===== src/rtl/crossbar_nxm.sv =====
// crossbar_nxm
// ------------
// Parametrised N-master x M-slave request/acknowledge crossbar. The upper
// SEL_W address bits of each master pick the target slave, and the slave sees
// the remaining SADDR_W bits. Each slave has a registered arbiter. Once a
// master wins a slave it keeps it until that slave acks or the master drops
// its request. Read data returns one cycle after the read ack. A registered
// tag per slave routes that data back to the master that issued the read.
//
// Configuration macro:
//   XBAR_ROUND_ROBIN_EN  defined   -> round-robin arbitration with a pointer per slave
//                        undefined -> fixed priority, lowest master index wins
//
// Ports:
//   clock, reset   single rising-edge clock, synchronous active-high reset
//   master_req     [N_MASTERS]          request, held until ack
//   master_cmd     [N_MASTERS]          0 = read, 1 = write
//   master_addr    [N_MASTERS*ADDR_W]   packed per-master addresses
//   master_wdata   [N_MASTERS*DATA_W]   packed per-master write data
//   master_ack     [N_MASTERS]          request accepted
//   master_rdata   [N_MASTERS*DATA_W]   read data, valid the cycle after a read ack
//   slave_req      [N_SLAVES]           request to slave
//   slave_cmd      [N_SLAVES]           forwarded command
//   slave_addr     [N_SLAVES*SADDR_W]   low address bits of the owning master
//   slave_wdata    [N_SLAVES*DATA_W]    forwarded write data
//   slave_ack      [N_SLAVES]           slave accepts
//   slave_rdata    [N_SLAVES*DATA_W]    slave read data, valid the cycle after a read ack
module crossbar_nxm #(
  parameter int N_MASTERS = 2,
  parameter int N_SLAVES  = 2,
  parameter int ADDR_W    = 32,
  parameter int DATA_W    = 32,
  localparam int SEL_W    = $clog2(N_SLAVES),
  localparam int SADDR_W  = ADDR_W - SEL_W
) (
  input  logic                          clock,
  input  logic                          reset,
  input  logic [N_MASTERS-1:0]          master_req,
  input  logic [N_MASTERS-1:0]          master_cmd,
  input  logic [N_MASTERS*ADDR_W-1:0]   master_addr,
  input  logic [N_MASTERS*DATA_W-1:0]   master_wdata,
  output logic [N_MASTERS-1:0]          master_ack,
  output logic [N_MASTERS*DATA_W-1:0]   master_rdata,
  output logic [N_SLAVES-1:0]           slave_req,
  output logic [N_SLAVES-1:0]           slave_cmd,
  output logic [N_SLAVES*SADDR_W-1:0]   slave_addr,
  output logic [N_SLAVES*DATA_W-1:0]    slave_wdata,
  input  logic [N_SLAVES-1:0]           slave_ack,
  input  logic [N_SLAVES*DATA_W-1:0]    slave_rdata
);

  localparam int MIDX_W = (N_MASTERS > 1) ? $clog2(N_MASTERS) : 1;

  typedef enum logic {IDLE, OWNED} slot_state_t;

  slot_state_t                         state_q [N_SLAVES];
  slot_state_t                         state_d [N_SLAVES];
  logic [N_SLAVES-1:0][MIDX_W-1:0]     owner_q, owner_d;
  logic [N_SLAVES-1:0]                 pend_q, pend_d;
  logic [N_SLAVES-1:0][MIDX_W-1:0]     tag_q, tag_d;
`ifdef XBAR_ROUND_ROBIN_EN
  logic [N_SLAVES-1:0][MIDX_W-1:0]     ptr_q, ptr_d;
`endif
  logic [N_SLAVES-1:0][N_MASTERS-1:0]  cand;

  // Scan the candidates cyclically, starting at 'start'. The lowest offset
  // wins because the loop runs downward and later hits overwrite earlier ones.
  // The MSB of the result flags that some candidate was found.
  function automatic logic [MIDX_W:0] pick_master(input logic [N_MASTERS-1:0] cand_vec,
                                                  input int start);
    logic [MIDX_W:0] result;
    int m;
    result = '0;
    for (int o = N_MASTERS - 1; o >= 0; o--) begin
      m = (start + o) % N_MASTERS;
      if (cand_vec[m]) result = {1'b1, MIDX_W'(m)};
    end
    return result;
  endfunction

  // Candidate matrix. Master i competes for slave j when it is requesting and
  // its top address bits decode to j.
  always_comb begin
    cand = '0;
    for (int j = 0; j < N_SLAVES; j++) begin
      for (int i = 0; i < N_MASTERS; i++) begin
        cand[j][i] = master_req[i] &&
                     (master_addr[i*ADDR_W + SADDR_W +: SEL_W] == SEL_W'(j));
      end
    end
  end

  // Next-state logic for each slave's arbiter. On an ack the current owner is
  // removed from the candidates before re-arbitration. A master that holds its
  // request through its own ack cycle therefore yields to any competitor, and
  // it cannot win the same slave twice in a row without a gap.
  always_comb begin
    logic [N_MASTERS-1:0] excl;
    logic [MIDX_W:0]      pick;
`ifdef XBAR_ROUND_ROBIN_EN
    int                   nxt;
`endif
    for (int j = 0; j < N_SLAVES; j++) begin
      state_d[j] = state_q[j];
      owner_d[j] = owner_q[j];
      pend_d[j]  = 1'b0;
      tag_d[j]   = tag_q[j];
`ifdef XBAR_ROUND_ROBIN_EN
      ptr_d[j]   = ptr_q[j];
      nxt        = 0;
`endif
      excl = cand[j];
      pick = '0;
      case (state_q[j])
        IDLE: begin
`ifdef XBAR_ROUND_ROBIN_EN
          pick = pick_master(cand[j], int'(ptr_q[j]));
`else
          pick = pick_master(cand[j], 0);
`endif
          if (pick[MIDX_W]) begin
            state_d[j] = OWNED;
            owner_d[j] = pick[MIDX_W-1:0];
          end
        end
        OWNED: begin
          if (slave_ack[j]) begin
            pend_d[j] = ~master_cmd[owner_q[j]];
            tag_d[j]  = owner_q[j];
            excl[owner_q[j]] = 1'b0;
`ifdef XBAR_ROUND_ROBIN_EN
            nxt      = (int'(owner_q[j]) + 1) % N_MASTERS;
            ptr_d[j] = MIDX_W'(nxt);
            pick     = pick_master(excl, nxt);
`else
            pick     = pick_master(excl, 0);
`endif
            if (pick[MIDX_W]) owner_d[j] = pick[MIDX_W-1:0];
            else              state_d[j] = IDLE;
          end else if (!master_req[owner_q[j]]) begin
            state_d[j] = IDLE;
          end
        end
        default: state_d[j] = IDLE;
      endcase
    end
  end

  // State registers. Reset also clears any pending read route, so read data
  // that would have returned in the next cycle is dropped.
  always_ff @(posedge clock) begin
    if (reset) begin
      for (int j = 0; j < N_SLAVES; j++) state_q[j] <= IDLE;
      owner_q <= '0;
      pend_q  <= '0;
      tag_q   <= '0;
`ifdef XBAR_ROUND_ROBIN_EN
      ptr_q   <= '0;
`endif
    end else begin
      for (int j = 0; j < N_SLAVES; j++) state_q[j] <= state_d[j];
      owner_q <= owner_d;
      pend_q  <= pend_d;
      tag_q   <= tag_d;
`ifdef XBAR_ROUND_ROBIN_EN
      ptr_q   <= ptr_d;
`endif
    end
  end

  // Datapath muxing. An owned slave forwards the owner's request fields, and
  // the slave's ack goes straight back to the owner. Read data is routed
  // through the tag registered at the read ack.
  always_comb begin
    slave_req    = '0;
    slave_cmd    = '0;
    slave_addr   = '0;
    slave_wdata  = '0;
    master_ack   = '0;
    master_rdata = '0;
    for (int j = 0; j < N_SLAVES; j++) begin
      if (state_q[j] == OWNED) begin
        slave_req[j] = master_req[owner_q[j]];
        slave_cmd[j] = master_cmd[owner_q[j]];
        slave_addr[j*SADDR_W +: SADDR_W] = master_addr[int'(owner_q[j])*ADDR_W +: SADDR_W];
        slave_wdata[j*DATA_W +: DATA_W]  = master_wdata[int'(owner_q[j])*DATA_W +: DATA_W];
        master_ack[owner_q[j]] = master_ack[owner_q[j]] | slave_ack[j];
      end
      if (pend_q[j]) begin
        master_rdata[int'(tag_q[j])*DATA_W +: DATA_W] = slave_rdata[j*DATA_W +: DATA_W];
      end
    end
  end

endmodule


===== config.mk =====
export PLATFORM = sky130hd
export DESIGN_NAME = crossbar_nxm
export DESIGN_NICKNAME = d
export VERILOG_FILES = /design/src/rtl/crossbar_nxm.sv
export SDC_FILE = /design/constraint.sdc
export NUM_CORES = 1
export LEC_CHECK = 0
export ABC_CLOCK_PERIOD_IN_PS = 1400
export CAP_MARGIN = 10
export CORE_AREA = 2 2 154 156
export CTS_CLUSTER_DIAMETER = 40
export DETAILED_ROUTE_END_ITERATION = 7
export DIE_AREA = 0 0 156 158
export PLACE_DENSITY = 0.54
export SETUP_SLACK_MARGIN = 0.3
export SYNTH_ARGS = -nofsm -noshare
export SYNTH_HDL_FRONTEND = slang
export SYNTH_SLANG_ARGS = --single-unit

===== constraint.sdc =====
create_clock -name clock -period 1.4 [get_ports clock]
set_clock_uncertainty 0.05 [all_clocks]
set_input_delay 0.21 -clock clock [delete_from_list [all_inputs] [get_ports clock]]
set_output_delay 0.21 -clock clock [all_outputs]
set_load 0.01 [all_outputs]

# Yosys cells after proc, flatten, opt, wreduce, memory -nomap -nowiden
# Memory sizes are Yosys's and may differ from the RTL's.
# Index checks and enable logic that the tools add are counted.
dict set report word_totals {
  memories 1
  regBits 6
  input_bits 200
  ram_bits 2
}
dict set report op_classes {
  n_mux 66
  n_eq_ne 6
  order_cmp 4
  add_sub_neg 2
  reduce_logical 12
  bitwise 18
  n_shift 8
}
# name words word_bits read_ports rd_clocked_by_memory_dff write_ports line
set mem_list {}
lappend mem_list {state_q 2 1 2 0 2 56} ;# slot_state_t state_q [N_SLAVES];
# op n
set op_table {}
lappend op_table {{64-bit two-way mux} 2}
lappend op_table {{32-bit by 33-bit variable shift with 64-bit output (first input constant)} 2}
lappend op_table {{32-bit by 33-bit variable part select with 64-bit output} 2}
lappend op_table {{64-bit by 7-bit variable part select with 31-bit output} 2}
lappend op_table {{64-bit by 7-bit variable part select with 32-bit output} 2}
lappend op_table {{6-bit negation with 33-bit output} 2}
lappend op_table {{64-bit AND} 1}
lappend op_table {{64-bit bitwise mux} 1}
lappend op_table {{32-bit two-way mux} 2}
lappend op_table {{31-bit two-way mux} 2}
lappend op_table {{1-bit two-way mux} 36}
lappend op_table {{2-bit two-way mux} 16}
lappend op_table {{2-bit != test (second input constant)} 6}
lappend op_table {{1-bit NOT} 8}
lappend op_table {{1-bit one-hot mux with 2 select lines} 4}
lappend op_table {{2-bit AND} 3}
lappend op_table {{1-bit logical AND} 6}
lappend op_table {{3-bit AND reduction} 2}
lappend op_table {{3-bit OR reduction} 2}
lappend op_table {{1-bit by 2-bit < comparator with 1-bit output (second input constant)} 2}
lappend op_table {{2-bit NOT} 2}
lappend op_table {{1-bit OR} 4}
lappend op_table {{2-bit AND reduction} 2}
lappend op_table {{2-bit bitwise mux} 1}
lappend op_table {{2 further kinds} 4}

# Depth between registers and ports, before layout
# Gate-level depths: netlist of the first run.
dict set report logic_depth {
  word_depth 14
  ltp_mapped 6
}

# Worst setup path after synthesis of the first run
# Ideal clock, no wire load.
dict set report synth_timing {
  kind {register -> output}
  start {register pend_q[1]}
  end {output master_rdata[10]}
  arrival_time_ns 1.132
  setup_slack_ns 0.008
  path_stages_with_launch 6
  required_time_ns 1.140
  path_buffers 2
  cell_sequence {dfxtp_1 -> nor2b_1 -> buf_6 -> nor3b_4 -> buf_6 -> a22o_1}
}
dict set report synth_between {
  elab_chain_cells 1
}
# item line
set synth_lines {}
lappend synth_lines {{from (decl)} 59} ;# logic [N_SLAVES-1:0] pend_q, pend_d;
lappend synth_lines {{from (signal assigned)} 163} ;# pend_q <= pend_d;
lappend synth_lines {{64-bit two-way mux} 189} ;# if (pend_q[j]) begin
lappend synth_lines {{to (decl)} 43} ;# output logic [N_MASTERS*DATA_W-1:0] master_rdata,
# Every way passes these cells.

# Worst setup path in the final report of the first run
dict set report layout_timing {
  start {register pend_q[1]}
  end {output master_rdata[31]}
}
# The elaborated chain is that of the path after synthesis.

==> results of run 1 <==
-- layout make-up --
type / count / area [sq um] / area share, %
Inverter: 2 / 7.51 / 0.0807
Clock buffer: 4 / 78.8 / 0.848
Sequential cell: 8 / 181 / 1.95
Timing Repair Buffer: 567 / 5380 / 57.8
Tap cell: 290 / 363 / 3.90
Multi-Input combinational cell: 365 / 3290 / 35.4
Antenna cell: 1 / 2.50 / 0.0269
-- worst reg2reg max path, delay by kind of cell (launching register included) --
family / cells / cell delay (ps)
buffers and inverters: 4 / 530
AOI/OAI and AO/OA: 3 / 660
DFF: 1 / 360
-- through the flow --
stage	hold WS [ps]	TNS (ps)
detailed placement	423	-70220
global placement	431	-70200
floorplan	320	0
finish	387	-52870
CTS	432	-50280
global route	424	-64980
-- synth_stat cells --
library cell,number,area [sq um]
a2111oi_0,2,17.5
a211o_1,2,17.5
a211oi_1,2,15.0
a21oi_1,4,20.0
a22o_1,64,561
a31oi_1,2,12.5
and2_1,1,6.26
buf_2,15,75.1
buf_4,7,52.6
buf_6,4,45.0
clkbuf_1,19,71.3
dfxtp_1,8,160
inv_1,2,7.51
mux2i_1,130,1300
nand2_1,9,33.8
nand2b_1,3,18.8
nand3_1,2,10.0
nor2_1,2,7.51
nor2_2,1,6.26
nor2b_1,131,820
nor3_1,2,10.0
nor3b_1,2,15.0
nor3b_4,1,18.8
o21ai_0,2,10.0
o21bai_1,2,15.0
o22ai_1,1,6.26
-- per-layer routing --
metal / wire length (um) / vias up / global-route usage (%)
met5: 0 / - / 0
met4: 116 / 0 / 1.62
met3: 1940 / 6 / 4.87
met2: 11200 / 241 / 30.4
met1: 8180 / 2471 / 16.9
li1: - / 2590 / -
-- registers in the layout, summed over array words and instances, names as in the netlist --
| signal | flops |
|---|---|
| owner_q | 2 |
| pend_q | 2 |
| state_q | 2 |
| tag_q | 2 |
-- cells by family after synthesis --
family                 count (synthesis)  share of synthesized area [%]
DFF                                    8                           4.80
and+or+nand+nor                      154                           28.4
AOI/OAI and AO/OA                     81                           20.2
buffers and inverters                 47                           7.55
muxes                                130                           39.0
-- worst min path at each step --
stage          cells after the start  slack (ps)    startpoint    endpoint
2_1_floorplan                      2         320  slave_ack[1]    tag_q[1]
3_3_place_gp                       2         430      tag_q[1]    tag_q[1]
3_5_place_dp                       2         420      tag_q[1]    tag_q[1]
4_1_cts                            2         430      tag_q[1]    tag_q[1]
5_1_grt                            3         420         reset  owner_q[1]
6_report                           3         390         reset  owner_q[1]
-- power groups by stage --
stage	Combinational (mW)	Sequential, mW	Clock (mW)
2_1_floorplan	0.977	0.257	0
3_3_place_gp	2.44	0.272	0
3_5_place_dp	2.43	0.272	0
4_1_cts	2.68	0.262	0.509
5_1_grt	3.06	0.261	0.539
6_report	2.88	0.258	0.503
-- repair_timing --
item / CTS / global route
setup endpoints to repair: 203 / 204
pin swaps: 23 / 13
gates cloned: 12 / 2
gates resized for setup: 892 / 80
setup buffers: 78 / 27
==> reports/results.tsv, run 1 <==
metric	value	unit
crit_required	1140	ps
grt_pass1_wl	29.9	mm
dieWidth	156	um
p_seq_share	7.1	%
io_pins	396	
fmax	0.564	GHz
r2r_end	state_q[0][1]	
final_cell_mix	196 x clkdlybuf4s50_1, 190 x buf_2, 104 x mux2i_1, 99 x buf_6, 98 x nor2b_1	
drive_above_1_share	48.4	%
grt_pass1_vias	5222	
vias_per_cell	4.29	
grt_max_degree	50	
area_growth	179	%
endpoint	master_rdata[31]	
critPathSlowestCell	dfxtp_2	
clock_latency	240	ps
clock-sinks	8	
hold_viol_final	0	
finalCritPeriodShare	127	%
crit_top_cell	buf_6	
dieArea	24600	sq um
drt_iter0_markers	196	
slew_viol_final	0	
place_inst	1113	
ctsHoldBuffers	0	
switching_share	34.1	%
io_buffers	395	
root_buffer	clkbuf_16	
cts_max_level	1	
critPathLaunchType	register	
leakagePower	4.15	nW
initial_utilization	14.5	%
crit_buf_inv	4	
placementRows	56	
die_h	158	um
routedWlPerCell	17.3	um
place_congestion	0.728	
setup_viol	200	
vias	5308	
powerDensity	391	nW/um^2
yosysWarnings	0	
reg2reg_slack	-260	ps
synth.net_count	620	
synth_area	3330	sq um
dr.pass1.iters	4	
drc_errors	0	
status	complete, but fails checks	
relSlewSlack	78.6	%
fin_total_pwr	3.64	mW
core_area	23100	sq um
crit_arrival	1510	ps
pwr-share-clk	13.8	%
rsz0062_at_grt	yes	
dpl.hpwl	15.1	mm
clk_pin_slew	40	ps
placedInstanceArea	8150	sq um
fin_crit	1770	ps
drt_wl_total	21.4	mm
cts-buffers-inserted	3	
critPathMaxStageDelay	310	ps
cp-end-kind	output pin	
rr_worst_depth	7	
p_switching	1.24	mW
p_int	2.40	mW
critPathMaxFanout	8	
fillers	2412	
stdcell_count	1237	
grtUsageTotal	15.6	%
synthCells	420	
fin_ws	-373	ps
ys_seq_area_share	4.80	%
path_cells	nor2b_4, nor3b_4, buf_6, buf_6, buf_12, a22o_1, buf_2	
clock_path_buffers	2	
ir_drop	0.376	mV
overflow	0	
hp-class	input port to register	
max_cap_viol_count	0	
place_ws	-513	ps
tightest_slew	321	ps
fin_util	40.3	%
ys_types	26	
crit_type	register to output pin	
antenna_found_initial	1	
final_common_cell	clkdlybuf4s50_1	
detail-route-antenna-nets	0	
fin_area	9300	sq um
layout.nets	1147	
r2r-start	owner_q[1]	
combPwrFrac	79.1	%
ys_ff_latch	8	
crit_start	pend_q[1]	
syn_area_per_cell	7.94	sq um
crit_cells	7	
violations	negative setup slack	
cts_tree	done	
crit_family	buffers and inverters	
Note: power is estimated with default switching activity, not from simulation.
==> run 2, diff against run 1 <==
--- a/config.mk
+++ b/config.mk
@@ -9,6 +9,7 @@
 export CAP_MARGIN = 10
 export CORE_AREA = 2 2 154 156
 export CTS_CLUSTER_DIAMETER = 40
+export CTS_CLUSTER_SIZE = 25
 export DETAILED_ROUTE_END_ITERATION = 7
 export DIE_AREA = 0 0 156 158
 export PLACE_DENSITY = 0.54
@@ -16,3 +17,4 @@
 export SYNTH_ARGS = -nofsm -noshare
 export SYNTH_HDL_FRONTEND = slang
 export SYNTH_SLANG_ARGS = --single-unit
+export TNS_END_PERCENT = 50
==> run 2 against run 1 <==
The run still ends with negative setup slack left. Register-to-register slack lost 170 ps. Fmax fell by 3.3%. Die area is the same. Non-clock buffer count is 24 lower. Global-route usage grew 0.58 points. Combinational power is 8.7% lower. First-iteration DRC count is the same. Cell count shrank 1.9%. Worst setup slack worse by 61 ps. Final area fell by 4.8%.
==> reports/results.tsv, run 2 (same netlist as run 1, synthesis figures left out) <==
metric	value	unit	change
initial_utilization	14.5	%	unchanged
dr.pass1.iters	4		unchanged
clock-sinks	8		unchanged
max_cap_viol_count	0		unchanged
rsz0062_at_grt	yes		
finalCritPeriodShare	131	%	+4.4 points
drive_above_1_share	43.7	%	-4.7 points
status	complete, but fails checks		
dpl.hpwl	15.7	mm	+4.0%
combPwrFrac	77.6	%	-1.5 points
fillers	2415		+0.12%
cts_max_level	1		unchanged
drt_wl_total	21.6	mm	+0.91%
tightest_slew	345	ps	+24.5 ps
rr_worst_depth	8		+1
io_pins	396		unchanged
p_seq_share	7.8	%	+0.7 points
grt_pass1_wl	30.6	mm	+2.5%
cts-buffers-inserted	3		unchanged
final_cell_mix	198 x clkdlybuf4s50_1, 158 x buf_2, 115 x mux2i_1, 101 x nor2b_1, 63 x a22o_1		
area_growth	166	%	
crit_type	register to register		
clock_latency	230	ps	about the same
cts_tree	done		
crit_arrival	1950	ps	+440 ps
vias	5224		-1.6%
reg2reg_slack	-430	ps	-170 ps
area.sequential	179	sq um	-1.4%
fin_crit	1830	ps	+60.9 ps
dieArea	24600	sq um	unchanged
min_path_cells	2		-1
pwr-share-clk	14.7	%	+0.9 points
place_congestion	0.744		+2.3%
cp-end-kind	register		
ir_drop	0.302	mV	-20%
clock_path_buffers	2		unchanged
io_buffers	395		unchanged
dieWidth	156	um	unchanged
grt_pass1_vias	5016		-3.9%
switching_share	34.3	%	+0.14 points
die_h	158	um	unchanged
setup_viol	199		-0.50%
core_area	23100	sq um	unchanged
relSlewSlack	76.9	%	-1.6 points
placementRows	56		unchanged
detail-route-antenna-nets	0		unchanged
critPathLaunchType	register		
fin_util	38.4	%	-1.9 points
hp-class	register to register		
drc_errors	0		unchanged
fin_tns_setup	-54430	ps	-1560 ps
place_ws	-595	ps	-82.4 ps
violations	negative setup slack		
crit_required	1520	ps	+380 ps
antenna_found_initial	4		+3
vias_per_cell	4.30		+0.28%
slew_viol_final	0		unchanged
hold_end	tag_q[0]		
clk_pin_slew	40	ps	about the same
fin_total_pwr	3.39	mW	-6.8%
layout.nets	1123		-2.1%
critPathMaxFanout	4		-4
leakagePower	3.95	nW	-4.8%
multiInputGateArea	3150	sq um	-4.3%
r2r_end	state_q[0][1]		
routedWlPerCell	17.8	um	+2.8%
grtUsageTotal	16.2	%	+0.58 points
root_buffer	clkbuf_16		
grt_max_degree	29		-42%
drt_iter0_markers	196		unchanged
p_switching	1.16	mW	-6.4%
fmax	0.545	GHz	-3.3%
min_from	tag_q[0]		
overflow	0		unchanged
r2r-start	owner_q[1]		
hold_viol_final	0		unchanged
final_common_cell	clkdlybuf4s50_1		
ctsHoldBuffers	0		unchanged
p_int	2.23	mW	-7.0%
fin_ws	-434	ps	-60.9 ps
powerDensity	383	nW/um^2	-2.1%
-- run 2: cell types whose count changed in the layout (fill, tap and decap cells not counted), sizes merged --
cell	previous run	this run
dlymetal6s2s	1	0
buf	364	315
bufbuf	2	0
dlygate4sd2	2	9
diode	1	2
clkbuf	6	25
clkdlybuf4s50	196	198
-- run 2: through the flow --
| step | hold slack [ps] | cell area [sq um] | cells |
|---|---|---|---|
| after floorplan | 320 | 3570 | 420 |
| after global placement | 420 | 8180 | 1114 |
| after detailed placement | 425 | 8180 | 1114 |
| after CTS | 433 | 8640 | 1189 |
| after global routing | 449 | 8850 | 1213 |
| final | 431 | 8860 | 1214 |
-- run 2: cell type report --
| class | instances | area share [%] |
|---|---|---|
| repair buffers | 543 | 57.3 |
| clock buffers | 4 | 0.890 |
| well taps | 290 | 4.10 |
| flip-flops and latches | 8 | 2.02 |
| inverters | 2 | 0.0848 |
| multi-input cells | 365 | 35.5 |
| diodes | 2 | 0.0565 |
-- run 2: how the worst max path moves through the flow --
stage                     cells past startpoint               end          from  slack (ps)
after floorplan                               5  master_rdata[11]     pend_q[1]          20
after global placement                        4     master_ack[0]  slave_ack[0]        -630
after detailed placement                      4     master_ack[0]  slave_ack[0]        -600
after CTS                                     7      slave_req[1]    owner_q[1]        -470
after global routing                          7      slave_req[1]    owner_q[1]        -490
final                                         8     state_q[0][1]    owner_q[1]        -430
-- run 2: power by group through the flow --
stage          Combinational (mW)  Sequential [mW]  Clock [mW]
2_1_floorplan               0.940            0.256           0
3_3_place_gp                 2.44            0.270           0
3_5_place_dp                 2.43            0.269           0
4_1_cts                      2.54            0.266       0.505
5_1_grt                      2.81            0.265       0.521
6_report                     2.63            0.263       0.497
-- run 2: timing repair --
item	in CTS	in global routing
endpoints found under the setup margin	203	204
setup buffers	57	22
gates resized for setup	704	167
gates cloned	14	1
pin swaps	26	25
-- run 2: critical path, stage by stage (launching register included) --
cell	delay (ps)
dfxtp_4	360
buf_6	130
buf_6	110
buf_12	120
buf_16	130
buf_4	140
o21bai_1	180
a2111oi_2	370
a211o_1	170
-- run 2: per-layer routing --
| metal | wire length (um) | share of wire [%] | global-route usage (%) |
|---|---|---|---|
| met3 | 1950 | 9.0 | 4.93 |
| met5 | 13 | 0.060 | 0 |
| met1 | 7850 | 36 | 16.8 |
| met2 | 11700 | 54 | 32.2 |
| met4 | 162 | 0.75 | 2.53 |
==> run 3, diff against run 2 <==
--- a/config.mk
+++ b/config.mk
@@ -5,14 +5,15 @@
 export SDC_FILE = /design/constraint.sdc
 export NUM_CORES = 1
 export LEC_CHECK = 0
+export ABC_AREA = 1
 export ABC_CLOCK_PERIOD_IN_PS = 1400
 export CAP_MARGIN = 10
-export CORE_AREA = 2 2 154 156
+export CORE_AREA = 2 2 155 157
 export CTS_CLUSTER_DIAMETER = 40
 export CTS_CLUSTER_SIZE = 25
 export DETAILED_ROUTE_END_ITERATION = 7
-export DIE_AREA = 0 0 156 158
-export PLACE_DENSITY = 0.54
+export DIE_AREA = 0 0 157 159
+export PLACE_DENSITY = 0.52
 export SETUP_SLACK_MARGIN = 0.3
 export SYNTH_ARGS = -nofsm -noshare
 export SYNTH_HDL_FRONTEND = slang
==> run 3 against run 2 <==
Routed wire length up 20%. Synthesized cell count up 54%. Cell count up 20%. The run still ends with negative setup slack left. Clock-buffer cell count down 1. First-iteration DRC count up 13%. Largest cell class unchanged.
==> reports/results.tsv, run 3 <==
metric	value	unit	change
multiInputGateArea	3800	sq um	+21%
path_cells	buf_6, buf_12, buf_12, buf_12, buf_6, o21ai_4, nor2_2, buf_2		
cts_max_level	1		unchanged
layout.nets	1340		+19%
critPathLaunchType	register		
ys_top_cells_by_count	262 x nor2_1, 133 x o21ai_0, 71 x inv_1		
ys_seq_area_share	5.22	%	+0.42 points
detail-route-antenna-nets	0		unchanged
placementRows	56		unchanged
antenna_found_initial	0		-4
drc_errors	0		unchanged
dieWidth	157	um	+0.64%
slew_viol_final	0		unchanged
core_area	23200	sq um	+0.61%
ys_ff_latch	8		unchanged
root_buffer	clkbuf_16		
async_flop_share	0	%	unchanged
yosys.area.top_type	nor2_1		
relSlewSlack	78.7	%	+1.8 points
synthSimpleGateAreaFrac	37.4	%	+9.1 points
syn_area_per_cell	4.73	sq um	-40%
violations	negative setup slack		
clk_pin_slew	40	ps	about the same
synth.most_common_cell	nor2_1		
hp-class	register to register		
fin_total_pwr	4.71	mW	+39%
reg2reg_slack	-180	ps	+250 ps
place_congestion	0.858		+15%
crit_buf_inv	6		+1
synth_fa_ha_area_share	0	%	unchanged
leakagePower	4.48	nW	+13%
synth_area	3070	sq um	-8.0%
ys.flop_type	dfxtp_1		
area.sequential	183	sq um	+2.1%
clock_path_buffers	2		unchanged
finalCritPeriodShare	127	%	-4.1 points
initial_utilization	13.2	%	-1.2 points
critPathMaxFanout	6		+2
drt_wl_total	25.9	mm	+20%
final_cell_mix	199 x clkdlybuf4s50_1, 135 x nor2_2, 120 x buf_2, 70 x inv_1, 68 x nor2_1		
vias	6355		+22%
ir_drop	0.302	mV	+0.15%
grt_pass1_wl	35.2	mm	+15%
clock_latency	230	ps	about the same
synth.net_count	848		+37%
dpl.hpwl	16.7	mm	+6.4%
dieArea	25000	sq um	+1.3%
overflow	0		unchanged
dr.pass1.iters	5		+1
crit_required	1140	ps	-380 ps
yosysWarnings	0		unchanged
critPathSlowestCell	dfxtp_4		
critPathMaxStageDelay	360	ps	about the same
crit_top_cell	buf_12		
fmax	0.563	GHz	+3.2%
clock-sinks	8		unchanged
grt_max_degree	33		+14%
synthMuxAreaShare	0	%	-39 points
cp-end-kind	output pin		
tightest_slew	316	ps	-29.0 ps
cts_tree	done		
holdWs	538	ps	+107 ps
routedWlPerCell	17.8	um	-0.27%
area_growth	228	%	
drive_above_1_share	58.1	%	+14 points
fin_ws	-377	ps	+57.1 ps
synth-edff-count	0		unchanged
ys_types	19		-27%
drt_iter0_markers	221		+13%
grt_pass1_vias	5943		+18%
hold_viol_final	0		unchanged
die_h	159	um	+0.63%
yosysTopAreaCellShare	32.1	%	-7.0 points
synth_compound_area_share	36.8	%	+17 points
rsz0062_at_grt	yes		
status	complete, but fails checks		
synthCells	648		+54%
crit_type	register to output pin		
fin_crit	1780	ps	-57.1 ps
crit_family	buffers and inverters		
setup_viol	200		+0.50%
io_pins	396		unchanged
synth_xor_area_share	0	%	unchanged
vias_per_cell	4.36		+1.2%
io_buffers	395		unchanged
synth_top_family_by_area	simple AND/OR/NAND/NOR gates		
crit_arrival	1520	ps	-430 ps
max_cap_viol_count	0		unchanged
fillers	2408		-0.29%
powerDensity	468	nW/um^2	+22%
cts-buffers-inserted	3		unchanged
final_common_cell	clkdlybuf4s50_1		
ys_top_cells_by_area	nor2_1 32%, o21ai_0 22%, o22ai_1 13%		
grtUsageTotal	17.9	%	+1.7 points
[run 3: changes by cell type after synthesis, sizes merged, moves of 65 or more]
| cell | previous run | this run |
|---|---|---|
| inv | 2 | 76 |
| mux2i | 130 | 0 |
| nor2 | 3 | 262 |
| nor2b | 131 | 0 |
| o21ai | 2 | 136 |
| o22ai | 1 | 66 |
[run 3: final timing paths]
kind | start | endpoint | cells past startpoint
worst max-delay path | owner_q[1] | slave_wdata[55] | 8
worst min-delay path | tag_q[0] | tag_q[0] | 3
worst max register to register | state_q[0][1] | state_q[0][1] | 9
worst min register to register | tag_q[0] | tag_q[0] | 3
[run 3: through the flow]
stage | setup TNS [ps] | setup slack (ps) | util, % | cells | area (sq um)
2_1_floorplan | 0 | 245 | - | 648 | 4020
3_3_place_gp | -61430 | -528 | 36.7 | 1353 | 8520
3_5_place_dp | -61810 | -537 | 36.7 | 1353 | 8520
4_1_cts | -55830 | -513 | 40.0 | 1400 | 9280
5_1_grt | -46800 | -410 | 43.4 | 1457 | 10100
6_report | -37470 | -377 | 43.4 | 1459 | 10100
[run 3: where the power goes]
group | leakage (nW) | internal [mW] | switching [mW] | total, mW
Clock | 0.0370 | 0.369 | 0.116 | 0.485
Sequential | 0.0703 | 0.247 | 0.0392 | 0.286
Combinational | 4.37 | 2.08 | 1.86 | 3.94
Total | 4.48 | 2.70 | 2.01 | 4.71
[run 3: layout make-up]
class                           instances  area share (%)
Timing Repair Buffer                  542            52.4
Sequential cell                         8            1.82
Clock buffer                            3           0.746
Tap cell                              319            3.97
Antenna cell                            2          0.0497
Inverter                               76            3.07
Timing Repair inverter                  1           0.162
Multi-Input combinational cell        508            37.8
[run 3: cell families after synthesis]
kind of cell	after synthesis
AOI/OAI and AO/OA	209
buffers and inverters	132
DFF	8
and+or+nand+nor	299
[run 3: metal layers]
metal,part of all wire [%],track usage (%)
met3,5.6,3.16
met5,0,0
met2,50,31.5
met4,2.4,4.96
met1,42,22.2
[run 3: worst min-delay path: stages (launching register included)]
cell	delay [ps]
dfxtp_2	330
inv_2	70
buf_4	100
a21oi_1	40
[run 3: what timing repair did]
item | CTS | global route
buffers inserted | 33 | 47
pin swaps | 18 | 36
gates resized for setup | 598 | 434
cloned | 11 | 10
endpoints found under the setup margin | 204 | 204
endpoints found under the hold margin | 0 | 0
hold buffers | 0 | 0
